File: src/rtl/bus_cycle_sequencer.sv
// Splits each 1 us CPU cycle into 64 system-clock ticks and decodes the bus, PHI2, pixel,
// shift-load and Wishbone grant timing from that tick count. Latency 0: outputs register the decode of the new count.
module bus_cycle_sequencer #(
  parameter int GUARD_TICKS = 2
) (
  input  logic sys_clock_i,
  input  logic reset_ni,
  input  logic cpu_hold_i,
  output logic cpu_be_o,
  output logic cpu_clock_o,
  output logic cpu_wr_strobe_o,
  output logic clk8_en_o,
  output logic clk16_en_o,
  output logic load_sr1_o,
  output logic load_sr2_o,
  output logic grant_o,
  output logic grant_valid_o
);

  localparam logic [2:0] LP_VALID_END = 3'(8 - GUARD_TICKS);

  logic [5:0] r_cnt;
  logic       r_hold;

  logic [5:0] w_cnt_nxt;
  logic       w_hold_nxt;
  logic [2:0] w_slot;
  logic       w_fpga_owned;

  // Outputs decode the count being loaded on this edge, so they line up with r_cnt.
  always_comb begin
    w_cnt_nxt    = r_cnt + 6'd1;
    w_hold_nxt   = (r_cnt == 6'd63) ? cpu_hold_i : r_hold;
    w_slot       = w_cnt_nxt[5:3];
    w_fpga_owned = (w_slot <= 3'd2) || w_hold_nxt;
  end

  always_ff @(posedge sys_clock_i or negedge reset_ni) begin
    if (!reset_ni) begin
      r_cnt           <= 6'd63;
      r_hold          <= 1'b0;
      cpu_be_o        <= 1'b0;
      cpu_clock_o     <= 1'b0;
      cpu_wr_strobe_o <= 1'b0;
      clk8_en_o       <= 1'b0;
      clk16_en_o      <= 1'b0;
      load_sr1_o      <= 1'b0;
      load_sr2_o      <= 1'b0;
      grant_o         <= 1'b0;
      grant_valid_o   <= 1'b0;
    end else begin
      r_cnt           <= w_cnt_nxt;
      r_hold          <= w_hold_nxt;
      // A held cycle keeps PHI2 stretched low; the 65C02 is static so this is safe.
      cpu_be_o        <= !w_hold_nxt && (w_cnt_nxt >= 6'd24);
      cpu_clock_o     <= !w_hold_nxt && w_cnt_nxt[5];
      cpu_wr_strobe_o <= !w_hold_nxt && (w_cnt_nxt == 6'd62);
      clk8_en_o       <= (w_cnt_nxt[2:0] == 3'd7);
      clk16_en_o      <= (w_cnt_nxt[1:0] == 2'd3);
      load_sr1_o      <= (w_cnt_nxt == 6'd63);
      load_sr2_o      <= (w_cnt_nxt == 6'd31);
      grant_o         <= (w_slot == 3'd2) || ((w_slot >= 3'd3) && w_hold_nxt);
      // Last GUARD_TICKS of every slot are withheld so the granted controller can drain.
      grant_valid_o   <= w_fpga_owned && (w_cnt_nxt[2:0] < LP_VALID_END);
    end
  end

endmodule

File: config.mk
export PLATFORM = sky130hd
export DESIGN_NAME = bus_cycle_sequencer
export DESIGN_NICKNAME = d
export VERILOG_FILES = /design/src/rtl/bus_cycle_sequencer.sv
export SDC_FILE = /design/constraint.sdc
export NUM_CORES = 1
export LEC_CHECK = 0
export CAP_MARGIN = 20
export CORE_AREA = 2 2 42 44
export DETAILED_ROUTE_END_ITERATION = 16
export DIE_AREA = 0 0 44 46
export MAX_ROUTING_LAYER = met4
export PLACE_DENSITY = 0.72
export SYNTH_ARGS = -nofsm -noshare
export SYNTH_HDL_FRONTEND = slang
export SYNTH_SLANG_ARGS = --single-unit
export TNS_END_PERCENT = 5
File: constraint.sdc
create_clock -name sys_clock_i -period 2.4 [get_ports sys_clock_i]
set_clock_uncertainty 0.05 [all_clocks]
set_input_delay 0.72 -clock sys_clock_i [delete_from_list [all_inputs] [get_ports sys_clock_i]]
set_output_delay 0.72 -clock sys_clock_i [all_outputs]
set_load 0.005 [all_outputs]
* Word-level counts from Yosys, hierarchy flattened
Cells that the tools add are included.
** Storage, ports and cells
- Bits in registers :: 16
- Output and inout port bits :: 9
- Word-level logic and storage cells :: 32
** Operators by class
- Multiplexer cells :: 1
- Add/subtract/negate cells :: 1
- Order comparisons :: 4
- Reductions and logical operators :: 8
- Eq/ne operators :: 7
** Operator list (count)
- $eq A6 B6 Y1 const B :: 3
- $add A6 B1 Y6 const B :: 1
- $eq A6 B5 Y1 const B :: 1
- $ge A6 B5 Y1 const B :: 1
- $logic_and A1 B1 Y1 :: 5
- $eq A3 B2 Y1 const B :: 1
- $eq A3 B3 Y1 const B :: 1
- $ge A3 B2 Y1 const B :: 1
- $le A3 B2 Y1 const B :: 1
- $lt A3 B3 Y1 const B :: 1
- $eq A2 B2 Y1 const B :: 1
- $logic_or A1 B1 Y1 :: 2
- $logic_not A1 Y1 :: 1
- $mux W1 :: 1

* Longest topological paths before layout
- Word-level depth :: 4
- Depth in mapped cells :: 7
- Depth with buffers taken out :: 6

* Worst setup path after synthesis
Ideal clock, no wire load.
- Kind :: register -> register
- Start point :: register r_cnt[0]
- End point :: register cpu_wr_strobe_o
- Library setup time :: 80 ps
- Path slack :: 670 ps
- Clock period less this slack :: 1730 ps
- Cell stages (with the launch flop) :: 8
- Arrival time :: 1600 ps
- Required time :: 2270 ps
- Path through :: dfstp_2 > ha_1 > clkbuf_2 > nand2_1 > nor2_1 > mux2_2 > nor2b_4 > nor3b_2
** Between the ends
- Cells in the longest elaborated chain, start to end :: 4
- Elaborated cells on any way between the ends :: 6
- Those cells by class :: 1 x add/sub; 2 x eq/ne; 1 x mux; 2 x reduce/logical
** RTL lines
- start, declared :: RTL line 22 : logic [5:0] r_cnt;
- start signal, assigned :: RTL line 52 : r_cnt <= w_cnt_nxt;
- $eq A6 B6 Y1 :: RTL line 33 : w_hold_nxt = (r_cnt == 6'd63) ? cpu_hold_i : r_hold;
- $mux W1 :: RTL line 33
- named net w_hold_nxt :: RTL line 26 : logic w_hold_nxt;
- $logic_not A1 Y1 :: RTL line 57 : cpu_wr_strobe_o <= !w_hold_nxt && (w_cnt_nxt == 6'd62);
- $logic_and A1 B1 Y1 :: RTL line 57
- end signal, assigned :: RTL line 57
- end, declared :: RTL line 11 : output logic cpu_wr_strobe_o,
The timed path passes the listed nets, and every way through them passes these cells.

* Worst setup path after layout
- Start point :: register cpu_clock_o
- End point :: output cpu_clock_o
** RTL lines
- start, declared :: RTL line 10 : output logic cpu_clock_o,
- start signal, assigned :: RTL line 56 : cpu_clock_o <= !w_hold_nxt && w_cnt_nxt[5];
No word-level cell between the ends.

==> results.tsv <==
metric	value	unit
antenna_found_initial	0	
core-area	1610	sq um
slowest_delay	0.50	ns
startpoint	cpu_clock_o$_DFF_PN0_	
critPathRequiredTime	1.63	ns
start_util	0.457	
holdBufCountCts	0	
ir_drop	0.304	mV
status	completed	
synth_largest_area_cell	dfrtp_1	
htree_levels	1	
ys_ff_latch	16	
pwr-share-clk	0.388	
gr-usage-met1	0.160	
hold_ws	0.455	ns
r2r_end	grant_valid_o$_DFF_PN0_	
path_delay_family	buffers and inverters	
p_seq_frac	0.592	
die_w	44	microns
clock_latency	0.29	ns
io_pins	12	
critPathCaptureType	output pin	
via_per_inst	5.05	
cp_data_arrival_time	1.14	ns
path_max_fanout	1	
grtUsageMet3	0.0119	
synthTopCellsByArea	dfrtp_1, dfstp_2, ha_1	
nNetsFinal	78	
path_cells	clkdlybuf4s50_1	
fin_util	0.551	
grt_use_total	0.141	
internal_power	366	uW
fin_setup_tns	0	ns
top_usage_layer	met2	
wire_per_inst	13.3	microns
powerDensity	513	nW/um^2
drc	0	
fin_crit	1.91	ns
die-area	2020	sq um
numPortBuffers	11	
die_h	46	microns
tightest_slew	0.368	ns
diodes	0	
r2r_slack	0.55	ns
cp_slowest_cell	clkdlybuf4s50_1	
first_global_vias	425	
hold_depth	1	
timing.critical_path.buf_inv	1	
drt_iter0_markers	2	
pwr-share-comb	0.020	
grt_pass1_wl	1.87	mm
rows	15	
post_route_cells_drive_above_1_share	0.282	
synthesis.area	738	sq um
finalCritPeriodShare	0.795	
synth_top_area_share	0.339	
start_kind	flop	
critical_path_depth	1	
cts_setup_buffers	0	
synth_fp_nets	64	
yosys_warnings	0	
max-cap-violations	0	
leakage	0.389	nW
power_switching_share	0.197	
clkSlewWorstSetupHoldPaths	0.10	ns
dr.pass1.iters	3	
ctsResizeCount	0	
p_switching	89.8	uW
cts_buffers	3	
hpwlAfterDp	834	microns
relSlewSlack	0.754	
hp-class	flop to flop	
fmax	524	MHz
rsz0062_at_grt	no	
endpoint	cpu_clock_o	
cts.sinks	16	
areaGrowthSynthToFinish	20.5	%
yosysUniqueCellTypes	28	
cts-root-buf	clkbuf_4	
grt_max_degree	17	
rr_worst_depth	5	
drt_wl_total	1.17	mm
yosysSeqAreaShare	0.553	
drtAntennaViolNets	0	
overflow	0	
path_class	flop to output pin	
grtUsageMet2	0.221	
via_count	444	
cts_max_path_buffers	2	
syn-instance-count	58	
setup-violations-final	0	
report.final.hold_viol_count	0	
slew_violations	0	
place.gp.congestion	0.676	
synth.avg_cell_area	12.7	sq um
timing.rr.start	r_cnt[0]$_DFF_PN1_	
cts_tree	built	
==> layout make-up <==
class	instances	area (sq um)
Timing Repair Buffer	12	118
Clock buffer	4	36.3
Tap cell	17	21.3
Fill cell	149	724
Multi-Input combinational cell	34	288
Inverter	5	18.8
Sequential cell	16	408
==> synthesized netlist by cell type <==
master     count
nand2b_1       1
xor2_4         1
o22ai_1        1
a2bb2oi_1      1
a31oi_2        1
nor2b_4        1
nand3_1        2
dfrtp_1       10
nand3_2        1
nor3b_1        1
ha_1           3
nor3_1         1
o21ai_1        1
buf_6          1
nor2_4         1
nand2_1        6
xnor2_1        2
clkbuf_2       1
dfstp_2        6
mux2i_1        1
buf_4          1
mux2_2         2
nor3b_2        1
xor2_1         2
inv_1          5
nand3b_1       1
nor2b_2        1
nor2_1         2
==> kinds of logic (layout without fill, tap and decap cells) <==
| kind of cell | after synthesis | after routing | synth area share |
|---|---|---|---|
| compound gates | 4 | 4 | 0.0441 |
| xor+xnor | 5 | 5 | 0.0848 |
| fa+ha+maj | 3 | 3 | 0.0509 |
| buf+inv | 8 | 21 | 0.0576 |
| flops | 16 | 16 | 0.553 |
| mux | 3 | 3 | 0.0441 |
| simple gates | 19 | 19 | 0.166 |
==> per-stage QoR <==
stage | instances | setup slack (ns) | instance area [sq um] | power, mW
after floorplan | 58 | 0.670 | 738 | 0.275
after global placement | 84 | 0.570 | 853 | 0.284
after detailed placement | 84 | 0.562 | 853 | 0.284
after CTS | 88 | 0.479 | 890 | 0.461
after global routing | 88 | 0.415 | 890 | 0.479
final | 88 | 0.492 | 890 | 0.456
==> placed cells by master (no fill, tap or decap), drive strengths merged <==
cell,instances
clkbuf,4
mux2i,1
nor3,1
nor2,3
xnor2,2
dfrtp,10
mux2,2
nor3b,2
nor2b,2
a2bb2oi,1
a31oi,1
nand2,6
ha,3
xor2,3
o21ai,1
nand2b,1
o22ai,1
inv,5
clkdlybuf4s50,11
nand3,3
dfstp,6
buf,1
nand3b,1
==> metal layers <==
metal	vias to the layer above	wire length (microns)
li1	209	-
met1	222	491
met2	8	608
met3	5	18
met4	0	48
met5	-	0
==> worst min path at each step <==
stage | startpoint | endpoint | slack (ns)
final | r_cnt[0]$_DFF_PN1_ | r_cnt[0]$_DFF_PN1_ | 0.45
after floorplan | reset_ni | clk16_en_o$_DFF_PN0_ | 0.37
after global placement | r_cnt[0]$_DFF_PN1_ | r_cnt[0]$_DFF_PN1_ | 0.43
after CTS | r_cnt[0]$_DFF_PN1_ | r_cnt[0]$_DFF_PN1_ | 0.45
after detailed placement | r_cnt[0]$_DFF_PN1_ | r_cnt[0]$_DFF_PN1_ | 0.43
after global routing | r_cnt[0]$_DFF_PN1_ | r_cnt[0]$_DFF_PN1_ | 0.48
==> state kept, by name, indices dropped and copies added, names as in the netlist <==
signal	flops
r_cnt	6
clk16_en_o	1
clk8_en_o	1
cpu_be_o	1
cpu_clock_o	1
cpu_wr_strobe_o	1
grant_o	1
grant_valid_o	1
load_sr1_o	1
load_sr2_o	1
r_hold	1
==> power groups by stage <==
stage	clock [mW]	sequential, mW	combinational [mW]
after global placement	0	0.275	0.00947
after detailed placement	0	0.275	0.00955
after global routing	0.198	0.270	0.0104
after CTS	0.182	0.270	0.00959
final	0.177	0.270	0.00911
after floorplan	0	0.275	0.0000139
No activity file was read; power rests on OpenSTA's default activity.
